===== src/rtl/fetch_pkg.sv =====
// Shared widths, reset PC and PC step for the fetch stage.
package fetch_pkg;
  localparam int INSTR_W = 32;
  localparam logic [INSTR_W-1:0] DEFAULT_RESET_PC = 32'h0000_0000;
  localparam int PC_INCR = 4;

  typedef logic [INSTR_W-1:0] instr_t;
  typedef logic [INSTR_W-1:0] addr_t;
endpackage


===== src/rtl/fetch_fifo.sv =====
// Instruction buffer: registered head, no bypass (push visible next cycle).
// Push and pop may coincide when full; clear and reset empty it in one cycle.
module fetch_fifo #(
  parameter int WIDTH = 32,
  parameter int DEPTH = 2,
  localparam int AW = $clog2(DEPTH),
  localparam int CW = AW + 1
) (
  input  logic             clk,
  input  logic             reset,
  input  logic             push,
  input  logic [WIDTH-1:0] push_data,
  input  logic             pop,
  input  logic             clear,
  output logic             full,
  output logic             empty,
  output logic [CW-1:0]    count,
  output logic [WIDTH-1:0] head
);
  logic [WIDTH-1:0] mem [DEPTH];
  logic [AW-1:0]    wr_ptr, rd_ptr;
  logic             do_push, do_pop;

  assign full    = (count == CW'(DEPTH));
  assign empty   = (count == '0);
  assign do_pop  = pop && !empty;
  assign do_push = push && (!full || do_pop);
  assign head    = mem[rd_ptr];

  always_ff @(posedge clk) begin
    if (reset || clear) begin
      wr_ptr <= '0;
      rd_ptr <= '0;
      count  <= '0;
    end else begin
      if (do_push) wr_ptr <= wr_ptr + AW'(1);
      if (do_pop)  rd_ptr <= rd_ptr + AW'(1);
      count <= count + CW'(do_push) - CW'(do_pop);
    end
  end

  always_ff @(posedge clk) begin
    if (do_push) mem[wr_ptr] <= push_data;
  end
endmodule


===== src/rtl/fetch_stage.sv =====
// Fetch stage: PC, in-order imem requests capped by buffer space, redirect with stale-response discard.
// FETCH_PERF_EN adds saturating perf counters (fetched, discarded, stall cycles).
module fetch_stage
  import fetch_pkg::*;
#(
  parameter int               WIDTH     = INSTR_W,
  parameter logic [WIDTH-1:0] RESET_PC  = DEFAULT_RESET_PC,
  parameter int               BUF_DEPTH = 2
) (
  input  logic             clk,
  input  logic             reset,
  input  logic             StallF,
  input  logic             RedirectE,
  input  logic [WIDTH-1:0] RedirectPC,
  output logic             imem_req,
  output logic [WIDTH-1:0] imem_addr,
  input  logic             imem_ready,
  input  logic             imem_rvalid,
  input  logic [WIDTH-1:0] imem_rdata,
  output logic [WIDTH-1:0] InstrF,
  output logic [WIDTH-1:0] PCF,
  output logic [WIDTH-1:0] PCPlus8F,
  output logic             InstrValidF
`ifdef FETCH_PERF_EN
  ,
  output logic [31:0]      perf_fetched,
  output logic [31:0]      perf_discarded,
  output logic [31:0]      perf_stall
`endif
);
  localparam int CW = $clog2(BUF_DEPTH) + 1;

  logic [CW-1:0]    count, outstanding, discard;
  logic [CW:0]      occupancy;
  logic [WIDTH-1:0] fpc, pcf, head;
  logic             full, empty, accept, push, pop, drop;

  // Outstanding requests reserve buffer slots so a returning response always fits.
  assign occupancy   = {1'b0, count} + {1'b0, outstanding};
  assign imem_req    = !reset && !RedirectE && (occupancy < (CW+1)'(BUF_DEPTH));
  assign imem_addr   = fpc;
  assign accept      = imem_req && imem_ready;
  assign drop        = imem_rvalid && (discard != '0);
  assign push        = imem_rvalid && (discard == '0) && !RedirectE;
  assign InstrValidF = !empty && !reset;
  assign pop         = InstrValidF && !StallF && !RedirectE;
  assign InstrF      = InstrValidF ? head : '0;
  assign PCF         = pcf;
  assign PCPlus8F    = pcf + WIDTH'(2 * PC_INCR);

  fetch_fifo #(.WIDTH(WIDTH), .DEPTH(BUF_DEPTH)) u_fifo (
    .clk       (clk),
    .reset     (reset),
    .push      (push),
    .push_data (imem_rdata),
    .pop       (pop),
    .clear     (RedirectE),
    .full      (full),
    .empty     (empty),
    .count     (count),
    .head      (head)
  );

  always_ff @(posedge clk) begin
    if (reset) begin
      fpc         <= RESET_PC;
      pcf         <= RESET_PC;
      outstanding <= '0;
      discard     <= '0;
    end else if (RedirectE) begin
      // Everything still in flight is stale; a response arriving now is dropped too.
      fpc         <= RedirectPC;
      pcf         <= RedirectPC;
      outstanding <= outstanding - CW'(imem_rvalid);
      discard     <= outstanding - CW'(imem_rvalid);
    end else begin
      if (accept) fpc <= fpc + WIDTH'(PC_INCR);
      if (pop)    pcf <= pcf + WIDTH'(PC_INCR);
      outstanding <= outstanding + CW'(accept) - CW'(imem_rvalid);
      if (drop)   discard <= discard - CW'(1);
    end
  end

`ifdef FETCH_PERF_EN
  logic [31:0] fetched_q, discarded_q, stall_q;
  logic        discard_evt;

  assign discard_evt = imem_rvalid && (RedirectE || (discard != '0));

  always_ff @(posedge clk) begin
    if (reset) begin
      fetched_q   <= '0;
      discarded_q <= '0;
      stall_q     <= '0;
    end else begin
      if (pop && (fetched_q != '1))           fetched_q   <= fetched_q + 32'd1;
      if (discard_evt && (discarded_q != '1)) discarded_q <= discarded_q + 32'd1;
      if (StallF && InstrValidF && (stall_q != '1)) stall_q <= stall_q + 32'd1;
    end
  end

  assign perf_fetched   = fetched_q;
  assign perf_discarded = discarded_q;
  assign perf_stall     = stall_q;
`endif

  a_rvalid_outstanding: assert property (@(posedge clk) disable iff (reset)
    imem_rvalid |-> (outstanding != '0));
  a_redirect_aligned: assert property (@(posedge clk) disable iff (reset)
    RedirectE |-> (RedirectPC[1:0] == 2'b00));
  a_no_overflow: assert property (@(posedge clk) disable iff (reset)
    push |-> (!full || pop));
endmodule


===== config.mk =====
export PLATFORM = sky130hd
export DESIGN_NAME = fetch_stage
export DESIGN_NICKNAME = d
export VERILOG_FILES = /design/src/rtl/fetch_pkg.sv /design/src/rtl/fetch_fifo.sv /design/src/rtl/fetch_stage.sv
export SDC_FILE = /design/constraint.sdc
export NUM_CORES = 1
export LEC_CHECK = 0
export ABC_AREA = 1
export BUFFER_PORTS_ARGS = -buffer_cell sky130_fd_sc_hd__buf_2
export CAP_MARGIN = 20
export CORE_UTILIZATION = 25
export CTS_CLUSTER_DIAMETER = 200
export DETAILED_ROUTE_END_ITERATION = 7
export PLACE_DENSITY_LB_ADDON = 0.08
export SETUP_SLACK_MARGIN = 0.3
export SYNTH_ARGS = -nofsm -noshare
export SYNTH_HDL_FRONTEND = slang
export SYNTH_SLANG_ARGS = --single-unit

===== constraint.sdc =====
create_clock -name clk -period 9.1 [get_ports clk]
set_input_delay 1.82 -clock clk [delete_from_list [all_inputs] [get_ports clk]]
set_output_delay 1.82 -clock clk [all_outputs]
set_load 0.05 [all_outputs]

==> results.md <==
- The count of input and output buffers is 199.
- Of all nets on the critical path, the largest fanout is 51.
- The die span in x is 178 um.
- The class of the tightest hold or removal check is register to register.
- Data on the critical path arrives at its endpoint at 3.41 ns.
- The startpoint identified for the worst hold timing path is u_fifo.rd_ptr.
- The combinational group share of total power is 0.153.
- The data required time at the worst endpoint is 7.28 ns.
- The cell taking the most area after synthesis is edfxtp_1.
- The worst reg2reg path depth is 6.
- The max capacitance violation total is 0.
- The netlist area before placement is 7710 um^2.
- The maximum count of clock buffers along a single path is 2.
- The post-CTS setup repair buffer count is 0.
- Setup violations remaining at the end of the flow were counted as 0.
- The final net count is 1,288.
- The analysis attributes to cell leakage a power of 4.44 nW.
- The worst setup path is captured at an output port.
- Entering global routing, the biggest net connects 52 pins.
- The total overflow left after global routing is 0.
- The max-slew violation count is 0.
- Adding up every negative setup slack in the final design gives 0 ns.
- The sink count of the clock tree is 137.
- The floorplan step set the die height to 178 um.
- The worst register-to-register path begins at u_fifo.count[1].
- The area taken by flip-flops and latches is 3380 um^2.
- The post-route core utilization is 0.323.
- Setup slack on the worst reg-to-reg path comes out at 6.09 ns.
- The first global-routing pass estimated 39,300 um of wire.
- In this run, the number of DRC markers left after iteration 0 of detailed routing was 340.
- Setup repair after global routing left no endpoint under its margin.
- Post-CTS repair changed the size of 0 cells.
- The area of the die is 31,500 um^2.
- The number of hold-slack violations in the final timing report was 0.
- The worst setup path is launched from a primary input.
- The congestion estimate from routability-driven global placement came to 0.796.
- The capturing point of the worst reg2reg path is u_fifo.mem[1][18].
- In this run the tightest slew margin relative to its limit is 0.338.
- Counting the buffers created by CTS gives 17.
- The later pin in the worst-skew pair is clocked with a latency of 0.43 ns.
- The number of placement rows is 63.
- The starting density of the core is 0.257.
- The number of cells traversed by the worst hold path is 1.
- The detailed-placement wirelength estimate is 19,700 um.
- The portion of synthesized cell area occupied by the leading cell type is 0.249.
- The path with the worst hold slack has its endpoint at u_fifo.rd_ptr.
- On the final layout, the worst hold slack is 0.453 ns.
- Summing all multi-input logic gate instances after layout gives 3580 um^2.
- The slowest stage of the critical path is the nor2_4 cell.
- The cell count after synthesis is 1,016.
- The initial antenna violation count was 2.
- The worst setup path is of the primary input to output port kind.
- The part of the total power dissipated in sequential elements is 0.421.
- The share of flip-flops with an asynchronous set or reset after synthesis is 0.
- The total power density per cell area is 173 nW/um^2.
- The via count of the first global-routing pass is 6,832.
- The minimum setup slack after placement is 3.79 ns.
- The total routing resource utilization after global routing is 0.166.
- Dividing the detail-routed via count by the number of cells gives 4.38.
- IR analysis of the VDD net gives a maximum drop of 112 uV.
- The CTS tree is built.
- The number of enable flip-flop cells after synthesis is 64.
- The final antenna-violating net count is 0.
- The peak per-stage delay on the critical path is 0.70 ns.
- The number of iterations in the first detailed-routing pass is 4.
- The slew of the pin with the lowest slew margin is 0.991 ns.
- The synthesized design contains 137 register bits.
- The run finished with clean final reports.
- The number of warnings reported in the yosys synthesis log is 0.
- The clock slew at the register clock pins of the worst setup and hold paths is 0.06 ns.
- Walking the worst path, the cells encountered are buf_2 > buf_4 > nor2_4 > nand2_1 > inv_1 > buf_2.
- The share of layout cells above drive strength 1 is 0.247.
- In this design, the critical path's most frequently occurring cell is buf_2.
- The total area inside the core boundary comes to 30,000 um^2.
- The worst clock skew is 0.0151 ns.
- The peak clock frequency supported by timing is 0.191 GHz.
- The H-tree generated during clock tree synthesis spans 4 levels.
- For this block, the routed nets add up to 25,900 um of wire.
- The worst-case setup margin in the final layout is 3.87 ns.
- The dominant synthesized flop cell is dfxtp_1.
- The proportion of synthesized chip area in sequential cells is 0.439.
- The number of DRC violations after detailed routing is 0.
- By count the netlist is led by 284 x nand2_1, 156 x inv_1, 88 x nor2_1.
- The total number of vias is 7,069.
- The internal portion of total power is 1.13 mW.
- The final routed wire length divided by cell count is 16.1 um.
- The average instance area after synthesis is 7.59 um^2.
- The cell with the most instances after synthesis is nand2_1.
- Sorting the synthesized cells by area gives the leading types as edfxtp_1 25%, dfxtp_1 19%, nand2_1 14%.
- The total of fill cells in the finished design is 3,303.
- In this run the power spent charging and discharging nets is 546 uW.
- Of the total power, the share spent switching nets is 0.325.
- The number of nets in the synthesized netlist is 1,096.
- Buffers inserted to repair hold after CTS numbered 0.
- The share of total power dissipated in the clock network is 0.426.
- Relative to the synthesized area, the layout overhead comes to 25.6%.
- Dividing the final minimum period by the clock period gives 0.575.
- CTS placed an instance of clkbuf_16 at the clock tree root.
- For this design the top-level I/O count stands at 200.
- The number of distinct library cells after synthesis is 38.
- The final critical path time including I/O delays and setup is 5.23 ns.
kinds of logic after synthesis:
group,Yosys count,share of synthesized area
and+or+nand+nor,486,0.269
xor gates and xnor gates,42,0.0477
adders and majority gates,10,0.0172
AOI/OAI and AO/OA,118,0.0823
DFF,137,0.439
buffers and inverters,191,0.0987
muxes,32,0.0467
stage by stage:
stage                     cells  power (mW)  area [um^2]
final                      1613        1.68         9690
after CTS                  1611        1.71         9680
after detailed placement   1579       0.981         9080
after global placement     1578       0.982         9070
after floorplan            1016       0.897         7710
after global routing       1611        1.75         9680
layout by cell type, fill, tap and decap left out, types with 29 or more instances in the layout:
cell | Yosys | layout
buf_2 | 11 | 199
xor2_1 | 38 | 38
mux2_2 | 29 | 29
nor2_1 | 88 | 86
edfxtp_1 | 64 | 64
inv_1 | 156 | 156
a21oi_1 | 44 | 44
dfxtp_1 | 73 | 73
nand3_1 | 72 | 72
nand2_1 | 284 | 284
o21ai_0 | 46 | 46
area by class of cell:
type,instances,share of cell area
inverter,162,0.0628
tap,390,0.0504
clock buffer,17,0.0439
sequential,137,0.349
timing repair buffer,202,0.106
multi-input combinational,688,0.370
clock inverter,15,0.0180
antenna,2,0.000517
routing by layer:
layer / global-route usage / wire (um) / vias up
met1: 0.223 / 12500 / 3227
met5: 0 / 0 / -
li1: - / - / 3631
met3: 0.0283 / 1220 / 18
met4: 0.0477 / 333 / 0
met2: 0.271 / 11900 / 193
power groups by stage:
| stage | logic, mW | registers (mW) | clock network [mW] |
|---|---|---|---|
| final | 0.258 | 0.707 | 0.715 |
| after global routing | 0.280 | 0.711 | 0.757 |
| after CTS | 0.261 | 0.707 | 0.737 |
| after detailed placement | 0.260 | 0.721 | 0 |
| after global placement | 0.260 | 0.722 | 0 |
| after floorplan | 0.129 | 0.768 | 0 |
worst max-delay path: cells and delay by family:
kind          cells  cell delay, ns
simple gates      2            0.83
buf+inv           4            0.74
flip-flops by register name, summed over array words and instances (netlist names), named ones only:
| name | count |
|---|---|
| PCF | 32 |
| discard | 2 |
| imem_addr | 32 |
| outstanding | 2 |
| u_fifo.count | 2 |
| u_fifo.mem | 64 |
| u_fifo.rd_ptr | 1 |
| u_fifo.wr_ptr | 1 |
worst max path at each step:
stage / start / endpoint / slack (ns) / depth (start not counted)
after floorplan: reset / InstrF[22] / 4.10 / 5
after global placement: reset / InstrF[23] / 3.84 / 6
after detailed placement: reset / InstrF[1] / 3.79 / 6
after CTS: reset / InstrF[1] / 3.79 / 6
after global routing: reset / InstrF[1] / 3.68 / 6
final: reset / InstrF[1] / 3.87 / 6
(Power assumes the default switching activity.)
